==> config.mk <==
export PLATFORM = sky130hd
export DESIGN_NAME = rgb2ycbcr_stream
export DESIGN_NICKNAME = d
export VERILOG_FILES = /design/src/rtl/rgb2ycbcr_stream.sv
export SDC_FILE = /design/constraint.sdc
export NUM_CORES = 1
export LEC_CHECK = 0
export BUFFER_PORTS_ARGS = -buffer_cell sky130_fd_sc_hd__buf_2
export CORE_UTILIZATION = 65
export CTS_CLUSTER_DIAMETER = 60
export DETAILED_ROUTE_END_ITERATION = 10
export PLACE_DENSITY = 0.84
export SYNTH_ARGS = -nofsm -noshare
export SYNTH_HDL_FRONTEND = slang
export SYNTH_SLANG_ARGS = --single-unit
==> constraint.sdc <==
create_clock -name clk -period 6.79 [get_ports clk]
set_input_delay 0.3395 -clock clk [delete_from_list [all_inputs] [get_ports clk]]
set_output_delay 0.3395 -clock clk [all_outputs]
set_load 0.1 [all_outputs]
==> src/rtl/rgb2ycbcr_stream.sv <==
`default_nettype none
// ============================================================================
//  Module      : rgb2ycbcr_stream
//  Description : Pipelined RGB888 to YCbCr444 converter for a camera-style
//                video stream (vsync / href / clken / 24-bit pixel).
//                - Fixed 3-cycle datapath, one pixel per clock.
//                - vsync/href/clken delayed 3 cycles to stay aligned.
//                - Y/Cb/Cr forced to zero whenever post_frame_href is low.
//                - Output-side geometry checker: frame_done pulse,
//                  frame_lines count and frame_err flag per checked frame.
//  Ports       :
//    clk, rst                 pixel clock, synchronous active-high reset
//    per_frame_vsync/href/clken, per_img_rgb   input stream
//    post_frame_vsync/href/clken               delayed sync (3 cycles)
//    post_img_y/cb/cr                          converted pixel
//    frame_done, frame_err, frame_lines        geometry report
//  Revision    : 1.0 - initial release
// ============================================================================
module rgb2ycbcr_stream #(
    parameter int IMG_HDISP = 640,
    parameter int IMG_VDISP = 480,
    parameter int BGR_ORDER = 1
) (
    input  logic        clk,
    input  logic        rst,
    input  logic        per_frame_vsync,
    input  logic        per_frame_href,
    input  logic        per_frame_clken,
    input  logic [23:0] per_img_rgb,
    output logic        post_frame_vsync,
    output logic        post_frame_href,
    output logic        post_frame_clken,
    output logic [7:0]  post_img_y,
    output logic [7:0]  post_img_cb,
    output logic [7:0]  post_img_cr,
    output logic        frame_done,
    output logic        frame_err,
    output logic [10:0] frame_lines
);

    // ------------------------------------------------------------------
    // Constants
    // ------------------------------------------------------------------
    localparam logic [15:0] c_y_r   = 16'd77;
    localparam logic [15:0] c_y_g   = 16'd150;
    localparam logic [15:0] c_y_b   = 16'd29;
    localparam logic [15:0] c_cb_r  = 16'd43;
    localparam logic [15:0] c_cb_g  = 16'd85;
    localparam logic [15:0] c_cb_b  = 16'd128;
    localparam logic [15:0] c_cr_r  = 16'd128;
    localparam logic [15:0] c_cr_g  = 16'd107;
    localparam logic [15:0] c_cr_b  = 16'd21;
    localparam logic [17:0] c_bias  = 18'd32768;

    localparam logic [10:0] c_cnt_max = 11'd2047;
    localparam logic [10:0] c_hdisp   = 11'(IMG_HDISP);
    localparam logic [10:0] c_vdisp   = 11'(IMG_VDISP);

    localparam logic [1:0] c_st_idle   = 2'd0;
    localparam logic [1:0] c_st_armed  = 2'd1;
    localparam logic [1:0] c_st_active = 2'd2;

    // ------------------------------------------------------------------
    // Byte-order selection
    // ------------------------------------------------------------------
    logic [7:0] w_r;
    logic [7:0] w_g;
    logic [7:0] w_b;

    generate
        if (BGR_ORDER != 0) begin : g_bgr
            assign w_b = per_img_rgb[23:16];
            assign w_g = per_img_rgb[15:8];
            assign w_r = per_img_rgb[7:0];
        end else begin : g_rgb
            assign w_r = per_img_rgb[23:16];
            assign w_g = per_img_rgb[15:8];
            assign w_b = per_img_rgb[7:0];
        end
    endgenerate

    // ------------------------------------------------------------------
    // S1: nine products (each fits 16 bits: max 150*255 = 38250)
    // ------------------------------------------------------------------
    logic [15:0] r_p_yr, r_p_yg, r_p_yb;
    logic [15:0] r_p_cbr, r_p_cbg, r_p_cbb;
    logic [15:0] r_p_crr, r_p_crg, r_p_crb;

    always_ff @(posedge clk) begin
        if (rst) begin
            r_p_yr  <= '0; r_p_yg  <= '0; r_p_yb  <= '0;
            r_p_cbr <= '0; r_p_cbg <= '0; r_p_cbb <= '0;
            r_p_crr <= '0; r_p_crg <= '0; r_p_crb <= '0;
        end else begin
            r_p_yr  <= {8'd0, w_r} * c_y_r;
            r_p_yg  <= {8'd0, w_g} * c_y_g;
            r_p_yb  <= {8'd0, w_b} * c_y_b;
            r_p_cbr <= {8'd0, w_r} * c_cb_r;
            r_p_cbg <= {8'd0, w_g} * c_cb_g;
            r_p_cbb <= {8'd0, w_b} * c_cb_b;
            r_p_crr <= {8'd0, w_r} * c_cr_r;
            r_p_crg <= {8'd0, w_g} * c_cr_g;
            r_p_crb <= {8'd0, w_b} * c_cr_b;
        end
    end

    // ------------------------------------------------------------------
    // S2: biased sums. The positive terms are added to the bias before the
    // subtractions, and the largest subtrahend (128*255) never exceeds the
    // bias, so the 18-bit sums stay non-negative.
    // ------------------------------------------------------------------
    logic [17:0] w_y_sum, w_cb_sum, w_cr_sum;
    logic [17:0] r_y_sum, r_cb_sum, r_cr_sum;

    always_comb begin
        w_y_sum  = {2'd0, r_p_yr} + {2'd0, r_p_yg} + {2'd0, r_p_yb};
        w_cb_sum = c_bias + {2'd0, r_p_cbb} - {2'd0, r_p_cbr} - {2'd0, r_p_cbg};
        w_cr_sum = c_bias + {2'd0, r_p_crr} - {2'd0, r_p_crg} - {2'd0, r_p_crb};
    end

    always_ff @(posedge clk) begin
        if (rst) begin
            r_y_sum  <= '0;
            r_cb_sum <= '0;
            r_cr_sum <= '0;
        end else begin
            r_y_sum  <= w_y_sum;
            r_cb_sum <= w_cb_sum;
            r_cr_sum <= w_cr_sum;
        end
    end

    // ------------------------------------------------------------------
    // S3: take bits [15:8] (the >>8); results are always within 0..255
    // ------------------------------------------------------------------
    logic [7:0] r_y, r_cb, r_cr;

    always_ff @(posedge clk) begin
        if (rst) begin
            r_y  <= '0;
            r_cb <= '0;
            r_cr <= '0;
        end else begin
            r_y  <= r_y_sum[15:8];
            r_cb <= r_cb_sum[15:8];
            r_cr <= r_cr_sum[15:8];
        end
    end

    // Discarded sum bits, collected so they read as intentionally unused.
    logic w_unused_bits;
    assign w_unused_bits = ^{r_y_sum[17:16], r_y_sum[7:0],
                             r_cb_sum[17:16], r_cb_sum[7:0],
                             r_cr_sum[17:16], r_cr_sum[7:0]};

    // ------------------------------------------------------------------
    // Sync delay line (3 deep, aligned with S3). r_vld_sr marks stages that
    // hold real input history rather than reset zeros, so the checker can
    // tell a genuine vsync-low from the artificial one after reset.
    // ------------------------------------------------------------------
    logic [2:0] r_vsync_sr, r_href_sr, r_clken_sr, r_vld_sr;

    always_ff @(posedge clk) begin
        if (rst) begin
            r_vsync_sr <= '0;
            r_href_sr  <= '0;
            r_clken_sr <= '0;
            r_vld_sr   <= '0;
        end else begin
            r_vsync_sr <= {r_vsync_sr[1:0], per_frame_vsync};
            r_href_sr  <= {r_href_sr[1:0],  per_frame_href};
            r_clken_sr <= {r_clken_sr[1:0], per_frame_clken};
            r_vld_sr   <= {r_vld_sr[1:0],   1'b1};
        end
    end

    assign post_frame_vsync = r_vsync_sr[2];
    assign post_frame_href  = r_href_sr[2];
    assign post_frame_clken = r_clken_sr[2];

    assign post_img_y  = r_href_sr[2] ? r_y  : 8'd0;
    assign post_img_cb = r_href_sr[2] ? r_cb : 8'd0;
    assign post_img_cr = r_href_sr[2] ? r_cr : 8'd0;

    // ------------------------------------------------------------------
    // Geometry checker
    // ------------------------------------------------------------------
    logic [1:0]  r_state, w_state_nxt;
    logic        r_vs_prev, r_hr_prev;
    logic [10:0] r_pix_cnt, w_pix_cnt_nxt;
    logic [10:0] r_line_cnt, w_line_cnt_nxt;
    logic        r_err, w_err_nxt;
    logic        r_frame_done, w_frame_done_nxt;
    logic        r_frame_err, w_frame_err_nxt;
    logic [10:0] r_frame_lines, w_frame_lines_nxt;

    logic w_pix_inc, w_vs_rise, w_vs_fall, w_hr_fall;

    assign w_pix_inc = post_frame_href & post_frame_clken;
    assign w_vs_rise = post_frame_vsync & ~r_vs_prev;
    assign w_vs_fall = ~post_frame_vsync & r_vs_prev;
    assign w_hr_fall = ~post_frame_href & r_hr_prev;

    always_comb begin
        w_state_nxt       = r_state;
        w_pix_cnt_nxt     = r_pix_cnt;
        w_line_cnt_nxt    = r_line_cnt;
        w_err_nxt         = r_err;
        w_frame_done_nxt  = 1'b0;
        w_frame_err_nxt   = r_frame_err;
        w_frame_lines_nxt = r_frame_lines;

        case (r_state)
            c_st_idle: begin
                if (!post_frame_vsync && r_vld_sr[2]) begin
                    w_state_nxt = c_st_armed;
                end
            end

            c_st_armed: begin
                if (w_vs_rise) begin
                    w_state_nxt    = c_st_active;
                    w_pix_cnt_nxt  = w_pix_inc ? 11'd1 : 11'd0;
                    w_line_cnt_nxt = 11'd0;
                    w_err_nxt      = 1'b0;
                end
            end

            c_st_active: begin
                if (w_pix_inc && (r_pix_cnt != c_cnt_max)) begin
                    w_pix_cnt_nxt = r_pix_cnt + 11'd1;
                end
                // Line close is evaluated before frame close so that a
                // coincident href/vsync fall still counts the final line.
                if (w_hr_fall) begin
                    if (r_line_cnt != c_cnt_max) begin
                        w_line_cnt_nxt = r_line_cnt + 11'd1;
                    end
                    if (r_pix_cnt != c_hdisp) begin
                        w_err_nxt = 1'b1;
                    end
                    w_pix_cnt_nxt = 11'd0;
                end
                if (w_vs_fall) begin
                    w_frame_done_nxt  = 1'b1;
                    w_frame_lines_nxt = w_line_cnt_nxt;
                    w_frame_err_nxt   = w_err_nxt | (w_line_cnt_nxt != c_vdisp);
                    w_state_nxt       = c_st_armed;
                end
            end

            default: begin
                w_state_nxt = c_st_idle;
            end
        endcase
    end

    always_ff @(posedge clk) begin
        if (rst) begin
            r_state       <= c_st_idle;
            r_vs_prev     <= 1'b0;
            r_hr_prev     <= 1'b0;
            r_pix_cnt     <= '0;
            r_line_cnt    <= '0;
            r_err         <= 1'b0;
            r_frame_done  <= 1'b0;
            r_frame_err   <= 1'b0;
            r_frame_lines <= '0;
        end else begin
            r_state       <= w_state_nxt;
            r_vs_prev     <= post_frame_vsync;
            r_hr_prev     <= post_frame_href;
            r_pix_cnt     <= w_pix_cnt_nxt;
            r_line_cnt    <= w_line_cnt_nxt;
            r_err         <= w_err_nxt;
            r_frame_done  <= w_frame_done_nxt;
            r_frame_err   <= w_frame_err_nxt;
            r_frame_lines <= w_frame_lines_nxt;
        end
    end

    assign frame_done  = r_frame_done;
    assign frame_err   = r_frame_err;
    assign frame_lines = r_frame_lines;

endmodule
`default_nettype wire

==> metrics.yaml, run 1 <==
sta:
  worst_pin_slew_ns: 1.07
  fin_tns_setup_ns: 0
  clock.fmax_ghz: 0.285
  rsz0062_at_grt: "no"
  hold_viol: 0
  skew_ns: 0.0111
  post-route-min-period_ns: 3.51
  worst_slack_ns: 3.28
  slew_viol_final: 0
  slew_headroom_pct: 28.8
  setup_violations: 0
  min_period_over_period_pct: 51.7
clock_tree:
  cts_buffer_depth: 3
  cts_tree: "built"
  worstSkewPairLatency_ns: 0.51
  ctsHoldBuffers: 0
  htree_levels: 1
  clock-sinks: 202
  cts_resized: 0
  cts-buffers-inserted: 22
  cts-root-buf: "clkbuf_16"
  clkTransAtPathRegs_ns: 0.06
  cts_setup_buffers: 0
detailed_routing:
  routed_via_density: 5.63
  drc_errors: 0
  ant_nets: 0
  wl_per_cell_um: 16.4
  drt-total-wl_um: 30700
  drtPass1Iterations: 4
  drt_iter0_markers: 413
  vias: 10500
global_route:
  grt_max_degree: 123
  grt_pass1_wl_um: 50600
  grt_usage_pct: 28.3
  grt_pass1_vias: 10500
  antenna_found_initial: 0
  globalRoute.totalOverflow: 0
synth:
  synth.area.mux_share_pct: 0.546
  synth-xor-area-share_pct: 4.73
  synthAdderAreaFrac_pct: 33.9
  yosysTopAreaCell: "dfxtp_1"
  async_flop_share_pct: 0
  synthesis.area_um2: 14400
  synth_edf_count: 0
  synth_warnings: 0
  ys_top_cells_by_area: "dfxtp_1 28%, ha_1 23%, fa_1 11%"
  syn_inst: 1515
  synth_top_family_by_area: "adder cells"
  ys_dominant_reg_cell: "dfxtp_1"
  synth.top_cell.area_share_pct: 28.0
  synth_nets: 1888
  synth_seq_cells: 202
  synth.distinct_cells: 79
  synth_most_common_cell: "ha_1"
  synth_compound_area_share_pct: 12.2
  netlist_top_cells_count: "265 x ha_1, 202 x dfxtp_1, 189 x inv_1, 152 x nor2_1, 79 x fa_1"
  syn_area_per_cell_um2: 9.53
  synthSimpleGateAreaFrac_pct: 14.6
  ys_seq_area_share_pct: 28.0
setup_path:
  critPathLaunchType: "input port"
  arrival_ns: 3.87
  path_class: "input port to flop"
  crit_path_end_kind: "flop"
  critPathMaxFanout: 9
  crit_required_ns: 7.15
placed_design:
  pre_cts_ws_ns: 2.80
  gp_congestion: 0.900
  port-buffer-count: 68
  dp_hpwl_um: 23700
  dp_cells: 1831
power_and_ir_drop:
  p_seq_share_pct: 27.3
  power_switching_mw: 2.16
  p_int_mw: 3.45
  p_leak_nw: 7.68
  p_per_area_nw_per_um2: 355
  p_sw_share_pct: 38.4
  p_clk_share_pct: 22.7
  comb_power_share_pct: 50.1
  max-vdd-ir-drop_mv: 0.265
layout:
  stdcell_count: 1870
  drive_gt1_share_pct: 8.74
  nNetsFinal: 1948
  area_growth_pct: 9.41
  finalCoreUtilization_pct: 72.4
  n_antenna_cell: 0
floorplan:
  die_area_um2: 22800
  fp.dieW_um: 151
  start_util_pct: 66.1
  num_rows: 54
  pin_count: 69
  core_area_um2: 21800
  die_y_um: 151
worst_hold_path:
  hp-class: "input port to flop"
outcome:
  status: "completed"
flow_run:
  maxCapViolations: 0
-- cell families after synthesis --
logic type               Yosys count
AND/OR/NAND/NOR                  412
multiplexers                       7
flip-flops                       202
buffers and inverters            225
adder cells (fa/ha/maj)          344
AO/OA/AOI/OAI                    247
XOR/XNOR                          78
-- state kept, by name (all words and copies together), names as in the netlist, 10 cells and up --
signal / cells
r_pix_cnt: 11
r_line_cnt: 11
r_p_yg: 15
frame_lines: 11
r_p_yr: 15
r_p_crb: 10
r_p_cbr: 13
r_p_cbg: 14
r_p_crg: 10
r_p_yb: 13
-- placed cells by master, fill, tap and decap left out, drive strengths merged, types with 4 or more instances in the layout --
| cell type | instances |
|---|---|
| a2111o | 4 |
| a211oi | 9 |
| a21boi | 7 |
| a21o | 34 |
| a21oi | 69 |
| a22oi | 4 |
| a31oi | 16 |
| a41oi | 8 |
| and2 | 26 |
| and3 | 13 |
| buf | 71 |
| bufinv | 4 |
| clkbuf | 29 |
| dfxtp | 202 |
| fa | 79 |
| ha | 265 |
| inv | 193 |
| mux2 | 4 |
| nand2 | 43 |
| nand2b | 10 |
| nand3 | 21 |
| nand4 | 7 |
| nor2 | 154 |
| nor2b | 75 |
| nor3 | 35 |
| nor3b | 5 |
| nor4 | 5 |
| nor4b | 4 |
| o211ai | 4 |
| o21a | 11 |
| o21ai | 44 |
| o21bai | 10 |
| o31ai | 8 |
| or3 | 6 |
| xnor2 | 41 |
| xor2 | 37 |
-- worst paths after layout --
path	depth (start not counted)	endpoint	slack, ns	start
worst max-delay path	15	r_p_crg[11]	3.28	per_img_rgb[14]
worst min-delay path	2	r_clken_sr[0]	0.04	per_frame_clken
worst max register to register	9	r_y_sum[15]	3.85	r_p_yr[6]
worst min register to register	1	r_y[6]	0.43	r_y_sum[14]
-- layout make-up --
cell class                      instances  area (um2)
Clock buffer                           29         607
Inverter                              190         713
Sequential cell                       202        4040
Tap cell                              280         350
Fill cell                            1578        6030
Clock inverter                         10         175
Multi-Input combinational cell       1088        9530
Timing Repair Buffer                   71         369
-- power by group through the flow --
| stage | Clock [mW] | Sequential, mW | Combinational (mW) |
|---|---|---|---|
| after CTS | 1.29 | 1.53 | 2.81 |
| final | 1.27 | 1.53 | 2.81 |
| after detailed placement | 0 | 1.55 | 2.75 |
| after global routing | 1.33 | 1.55 | 3.16 |
| after floorplan | 0 | 1.52 | 2.18 |
| after global placement | 0 | 1.55 | 2.63 |
-- layer usage --
metal  wire, um  up-vias  global-route usage (%)
met2      14700      255                    48.4
li1           -     5229                       -
met3       1280       82                    3.61
met4       1460        0                    13.5
met1      13300     4966                    35.3
met5          0        -                       0
-- critical path, cell delays in order --
cell      delay, ns
buf_2          0.25
ha_1           0.34
fa_1           0.49
fa_1           0.52
inv_1          0.05
fa_1           0.49
inv_1          0.04
ha_1           0.32
o21a_1         0.13
nor2_1         0.19
nor2b_1        0.08
a21oi_1        0.30
o21bai_1       0.12
xnor2_1        0.15
nor2_1         0.06
-- per-stage QoR --
| stage | instance area [um2] | hold WS (ns) | power (mW) |
|---|---|---|---|
| 2_1_floorplan | 14400 | 0.414 | 3.71 |
| 3_3_place_gp | 15000 | 0.419 | 4.18 |
| 3_5_place_dp | 15000 | 0.420 | 4.30 |
| 4_1_cts | 15800 | 0.0320 | 5.62 |
| 5_1_grt | 15800 | 0.0569 | 6.04 |
| 6_report | 15800 | 0.0358 | 5.61 |
No activity file was read; power rests on OpenSTA's default activity.
==> run 2: changes to the inputs <==
--- a/config.mk
+++ b/config.mk
@@ -6,10 +6,10 @@
 export NUM_CORES = 1
 export LEC_CHECK = 0
 export BUFFER_PORTS_ARGS = -buffer_cell sky130_fd_sc_hd__buf_2
-export CORE_UTILIZATION = 65
+export CORE_UTILIZATION = 57
 export CTS_CLUSTER_DIAMETER = 60
 export DETAILED_ROUTE_END_ITERATION = 10
-export PLACE_DENSITY = 0.84
+export PLACE_DENSITY = 0.78
 export SYNTH_ARGS = -nofsm -noshare
 export SYNTH_HDL_FRONTEND = slang
 export SYNTH_SLANG_ARGS = --single-unit
==> constraint.sdc (replaced) <==
create_clock -name clk -period 3 [get_ports clk]
set_input_delay 0.15 -clock clk [delete_from_list [all_inputs] [get_ports clk]]
set_output_delay 0.15 -clock clk [all_outputs]
set_load 0.1 [all_outputs]
==> metrics.yaml, run 2 (synthesis gave the netlist of run 1 again) <==
setup_path:
  crit_required_ns: 3.38
  crit_path_end_kind: "flop"
  critPathLaunchType: "input port"
  critPathMaxFanout: 6
  r2r_slack_ns: 0.14
  path_class: "input port to flop"
  arrival_ns: 3.26
clock_tree:
  cts_setup_buffers: 0
  cts-root-buf: "clkbuf_16"
  cts-buffers-inserted: 24
  clkTransAtPathRegs_ns: 0.05
  clock-sinks: 202
  cts_buffer_depth: 3
  worstSkewPairLatency_ns: 0.51
  cts_tree: "built"
  htree_levels: 1
placed_design:
  dp_hpwl_um: 25900
  port-buffer-count: 68
  gp_congestion: 0.956
  place_area_um2: 16300
detailed_routing:
  drt-total-wl_um: 32500
  drtPass1Iterations: 5
  routed_via_density: 5.34
  wl_per_cell_um: 15.7
  drc_errors: 0
  drt_iter0_markers: 532
  ant_nets: 0
  vias: 11000
floorplan:
  die_y_um: 161
  fp.dieW_um: 161
  pin_count: 69
  core_area_um2: 24600
  die_area_um2: 26000
  start_util_pct: 58.7
  num_rows: 57
layout:
  stdcell_area_um2: 17200
  reg_top3: "r_p_yg: 15 flops, r_p_yr: 15 flops, r_p_cbg: 14 flops"
  drive_gt1_share_pct: 18.1
  fillers: 1777
  n_antenna_cell: 0
  area_growth_pct: 19.4
  most-common-layout-cells: "255 x ha_1, 202 x dfxtp_1, 187 x inv_1, 151 x nor2_1, 147 x buf_4"
  nNetsFinal: 2098
  layout_commonest_cell: "ha_1"
outcome:
  status: "completed"
sta:
  skew_ns: 0.00778
  rsz0062_at_grt: "yes"
  min_period_over_period_pct: 96.0
  slew_viol_final: 0
  post-route-min-period_ns: 2.88
  whs_ns: 0.0311
  clock.fmax_ghz: 0.347
  slew_headroom_pct: 39.0
  worst_pin_slew_ns: 0.912
  hold_viol: 0
  setup_violations: 0
worst_hold_path:
  hp-class: "input port to flop"
global_route:
  grt_usage_pct: 25.5
  grt_pass1_vias: 11200
  antenna_found_initial: 0
  grt_pass1_wl_um: 53600
  globalRoute.totalOverflow: 0
  grt_max_degree: 64
power_and_ir_drop:
  p_per_area_nw_per_um2: 795
  p_leak_nw: 8.45
  power_mw: 13.7
  max-vdd-ir-drop_mv: 0.492
flow_run:
  maxCapViolations: 0
==> run 2: changes by cell type in the layout (fill, tap and decap cells not counted), sizes merged <==
cell,change
buf,+144
dlygate4sd3,+4
clkbuf,+3
clkinv,+2
bufinv,-1
inv,+1
==> run 2: where the power goes <==
group | switching [mW] | internal [mW]
sequential | 0.248 | 3.26
clock | 1.15 | 1.89
combinational | 3.80 | 3.35
==> run 2: final timing paths <==
check	startpoint	end	cells after the start
max	per_img_rgb[12]	r_p_crg[14]	14
min	rst	r_state[0]	2
max reg2reg	r_p_yb[0]	r_cb_sum[15]	9
min reg2reg	r_y_sum[8]	r_y[0]	1
==> run 2: routing by layer <==
layer  GRT usage [%]  routed length (um)  up-vias  share of wire, %
li1                -                   -     5535                 -
met1            32.1               14500     5191                45
met2            44.9               15600      233                48
met3            2.72                1300       72               4.0
met4            9.39                1060        0               3.3
met5               0                   0        -                 0
==> run 2: area by class of cell <==
class                   count  area (um2)  area share [%]
repair buffers            219        1490            8.65
well taps                 324         405            2.35
inverters                 190         713            4.14
clock inverters            12         154           0.893
clock buffers              32         692            4.02
flip-flops and latches    202        4040            23.5
multi-input cells        1088        9730            56.5
==> run 2: metrics by stage <==
| step | TNS [ns] | utilization [%] | std cells | worst slack [ns] |
|---|---|---|---|---|
| 6_report | 0 | 70.0 | 2067 | 0.119 |
| 3_3_place_gp | -7.12 | 66.3 | 2019 | -0.337 |
| 2_1_floorplan | -0.0657 | - | 1515 | -0.0341 |
| 5_1_grt | -0.0236 | 70.0 | 2067 | -0.0149 |
| 3_5_place_dp | -9.46 | 66.3 | 2019 | -0.460 |
| 4_1_cts | 0 | 69.9 | 2067 | 0.0608 |
==> run 2: critical path, cell delays in order <==
cell,delay (ns)
buf_2,0.16
ha_4,0.27
fa_1,0.49
fa_1,0.49
inv_1,0.05
fa_1,0.51
inv_2,0.05
ha_4,0.21
o21a_1,0.14
o21ai_0,0.17
o21bai_1,0.11
a211oi_2,0.25
xnor2_1,0.15
nor2_1,0.05
==> run 2: repair_timing <==
| item | CTS | global route |
|---|---|---|
| setup endpoints to repair | 0 | 7 |
| hold buffers | 4 | 0 |
| hold endpoints to repair | 4 | 0 |
| gates resized for setup | 0 | 4 |
==> run 3: changes to the inputs <==
--- a/config.mk
+++ b/config.mk
@@ -10,6 +10,7 @@
 export CTS_CLUSTER_DIAMETER = 60
 export DETAILED_ROUTE_END_ITERATION = 10
 export PLACE_DENSITY = 0.78
+export SLEW_MARGIN = 25
 export SYNTH_ARGS = -nofsm -noshare
 export SYNTH_HDL_FRONTEND = slang
 export SYNTH_SLANG_ARGS = --single-unit
==> constraint.sdc (replaced) <==
create_clock -name clk -period 3 [get_ports clk]
set_input_delay 0.45 -clock clk [delete_from_list [all_inputs] [get_ports clk]]
set_output_delay 0.45 -clock clk [all_outputs]
set_load 0.1 [all_outputs]
==> metrics.yaml, run 3 (synthesis gave the netlist of run 1 again) <==
placed_design:
  pre_cts_ws_ns: -0.720
  port-buffer-count: 68
  place_area_um2: 16900
  gp_congestion: 0.909
  dp_hpwl_um: 25600
  dp_cells: 2052
sta:
  slew_viol_final: 0
  rsz0062_at_grt: "yes"
  slew_headroom_pct: 37.4
  hold_viol: 0
  post-route-min-period_ns: 3.10
  setup_violations: 7
  whs_ns: 0.150
  worst_slack_ns: -0.0999
  clock.fmax_ghz: 0.323
  fin_tns_setup_ns: -0.356
  skew_ns: 0.0186
  worst_pin_slew_ns: 0.937
  min_period_over_period_pct: 103
worst_hold_path:
  min_path_cells: 2
  hp-class: "input port to flop"
setup_path:
  critPathMaxFanout: 4
  crit_slowest_cell: "fa_1"
  cp_common_cell: "fa_1"
  crit_required_ns: 3.37
  critPathLaunchType: "input port"
  arrival_ns: 3.47
  path_class: "input port to flop"
  crit_path_end_kind: "flop"
  cpPeakStageDelay_ns: 0.50
  reg2reg_depth: 10
  path_cells: "buf_12 > ha_4 > fa_1 > fa_1 > inv_1 > fa_1 > inv_2 > ha_4 > o21a_1 > nor2_4 > nor2b_2 > a21oi_2 > buf_4 > xor2_1 > nor2_1"
clock_tree:
  clkTransAtPathRegs_ns: 0.06
  cts_buffer_depth: 3
  cts-root-buf: "clkbuf_16"
  cts-buffers-inserted: 22
  cts_tree: "built"
  clock-sinks: 202
  ctsHoldBuffers: 0
  worstSkewPairLatency_ns: 0.52
  htree_levels: 1
power_and_ir_drop:
  p_clk_share_pct: 20.8
  p_sw_share_pct: 37.9
  p_int_mw: 8.88
  p_seq_share_pct: 24.3
  p_leak_nw: 8.69
  p_per_area_nw_per_um2: 785
  comb_power_share_pct: 54.9
  power_switching_mw: 5.41
  max-vdd-ir-drop_mv: 0.504
layout:
  multi_input_comb_area_um2: 10300
  most-common-layout-cells: "225 x ha_1, 202 x dfxtp_1, 191 x buf_4, 170 x inv_1, 150 x nor2_1"
  fillers: 1607
  drive_gt1_share_pct: 24.3
  n_antenna_cell: 0
  reg_top3: "r_p_yg: 15 flops, r_p_yr: 15 flops, r_p_cbg: 14 flops"
  layout_commonest_cell: "ha_1"
  area_growth_pct: 26.1
  stdcell_count: 2106
  stdcell_area_um2: 18200
  nNetsFinal: 2139
  ff_latch_area_um2: 4040
global_route:
  grt_pass1_wl_um: 54200
  antenna_found_initial: 1
  grt_usage_pct: 25.7
  globalRoute.totalOverflow: 0
  grt_pass1_vias: 11700
  grt_max_degree: 80
outcome:
  violations: "negative setup slack"
  status: "finished with violations"
detailed_routing:
  drt_iter0_markers: 550
  routed_via_density: 5.42
  vias: 11400
  ant_nets: 0
  drtPass1Iterations: 5
  drc_errors: 0
  drt-total-wl_um: 33600
  wl_per_cell_um: 16.0
floorplan:
  core_area_um2: 24600
  pin_count: 69
  die_y_um: 161
  num_rows: 57
  fp.dieW_um: 161
  die_area_um2: 26000
  start_util_pct: 58.7
flow_run:
  maxCapViolations: 0
-- run 3: changes by cell type in the layout (fill, tap and decap cells not counted), sizes merged --
cell and change:
clkbuf -4, inv -4, dlygate4sd3 -4, clkinvlp +4, buf +46, clkinv -1, bufinv +2
-- run 3: worst paths after layout --
kind | start | end | slack (ns)
min | per_frame_vsync | r_vsync_sr[0] | 0.15
max reg2reg | r_p_yg[3] | r_cr_sum[15] | 0.21
max | per_img_rgb[9] | r_p_crg[9] | -0.1
min reg2reg | r_cb_sum[11] | r_cb[3] | 0.44
-- run 3: critical path: cells and delay by family --
| kind | cells | cell delay (ns) |
|---|---|---|
| xor+xnor | 1 | 0.15 |
| compound gates | 2 | 0.32 |
| simple gates | 3 | 0.27 |
| buf+inv | 4 | 0.35 |
| fa+ha+maj | 5 | 1.93 |
-- run 3: stage by stage --
stage	power [mW]	util, %
floorplan	8.66	-
global placement	10.5	68.5
detailed placement	10.8	68.5
CTS	13.9	72.3
global route	15.3	74.0
finish	14.3	74.0
-- run 3: cell type report --
| cell class | count | share of cell area (%) |
|---|---|---|
| clock inverters | 13 | 1.29 |
| flip-flops and latches | 202 | 22.2 |
| repair buffers | 262 | 10.5 |
| multi-input cells | 1088 | 56.6 |
| inverters | 190 | 3.95 |
| clock buffers | 27 | 3.18 |
| well taps | 324 | 2.23 |
-- run 3: power groups by stage --
stage,combinational (mW),sequential (mW),clock [mW]
detailed placement,7.24,3.53,0
global route,8.67,3.53,3.12
floorplan,5.22,3.45,0
global placement,6.95,3.52,0
finish,7.85,3.47,2.97
CTS,7.47,3.48,3.00
-- run 3: routing by layer --
layer	global-route usage (%)	up-vias	wire [um]
li1	-	5617	-
met1	31.8	5453	14600
met4	9.86	0	1280
met5	0	-	0
met2	45.3	255	16400
met3	3.36	84	1350
-- run 3: timing repair --
| action | in CTS | in global routing |
|---|---|---|
| endpoints found under the setup margin | 10 | 25 |
| endpoints found under the hold margin | 0 | 0 |
| gates resized for setup | 17 | 65 |
| pin swaps | 14 | 61 |
| buffers inserted | 4 | 12 |
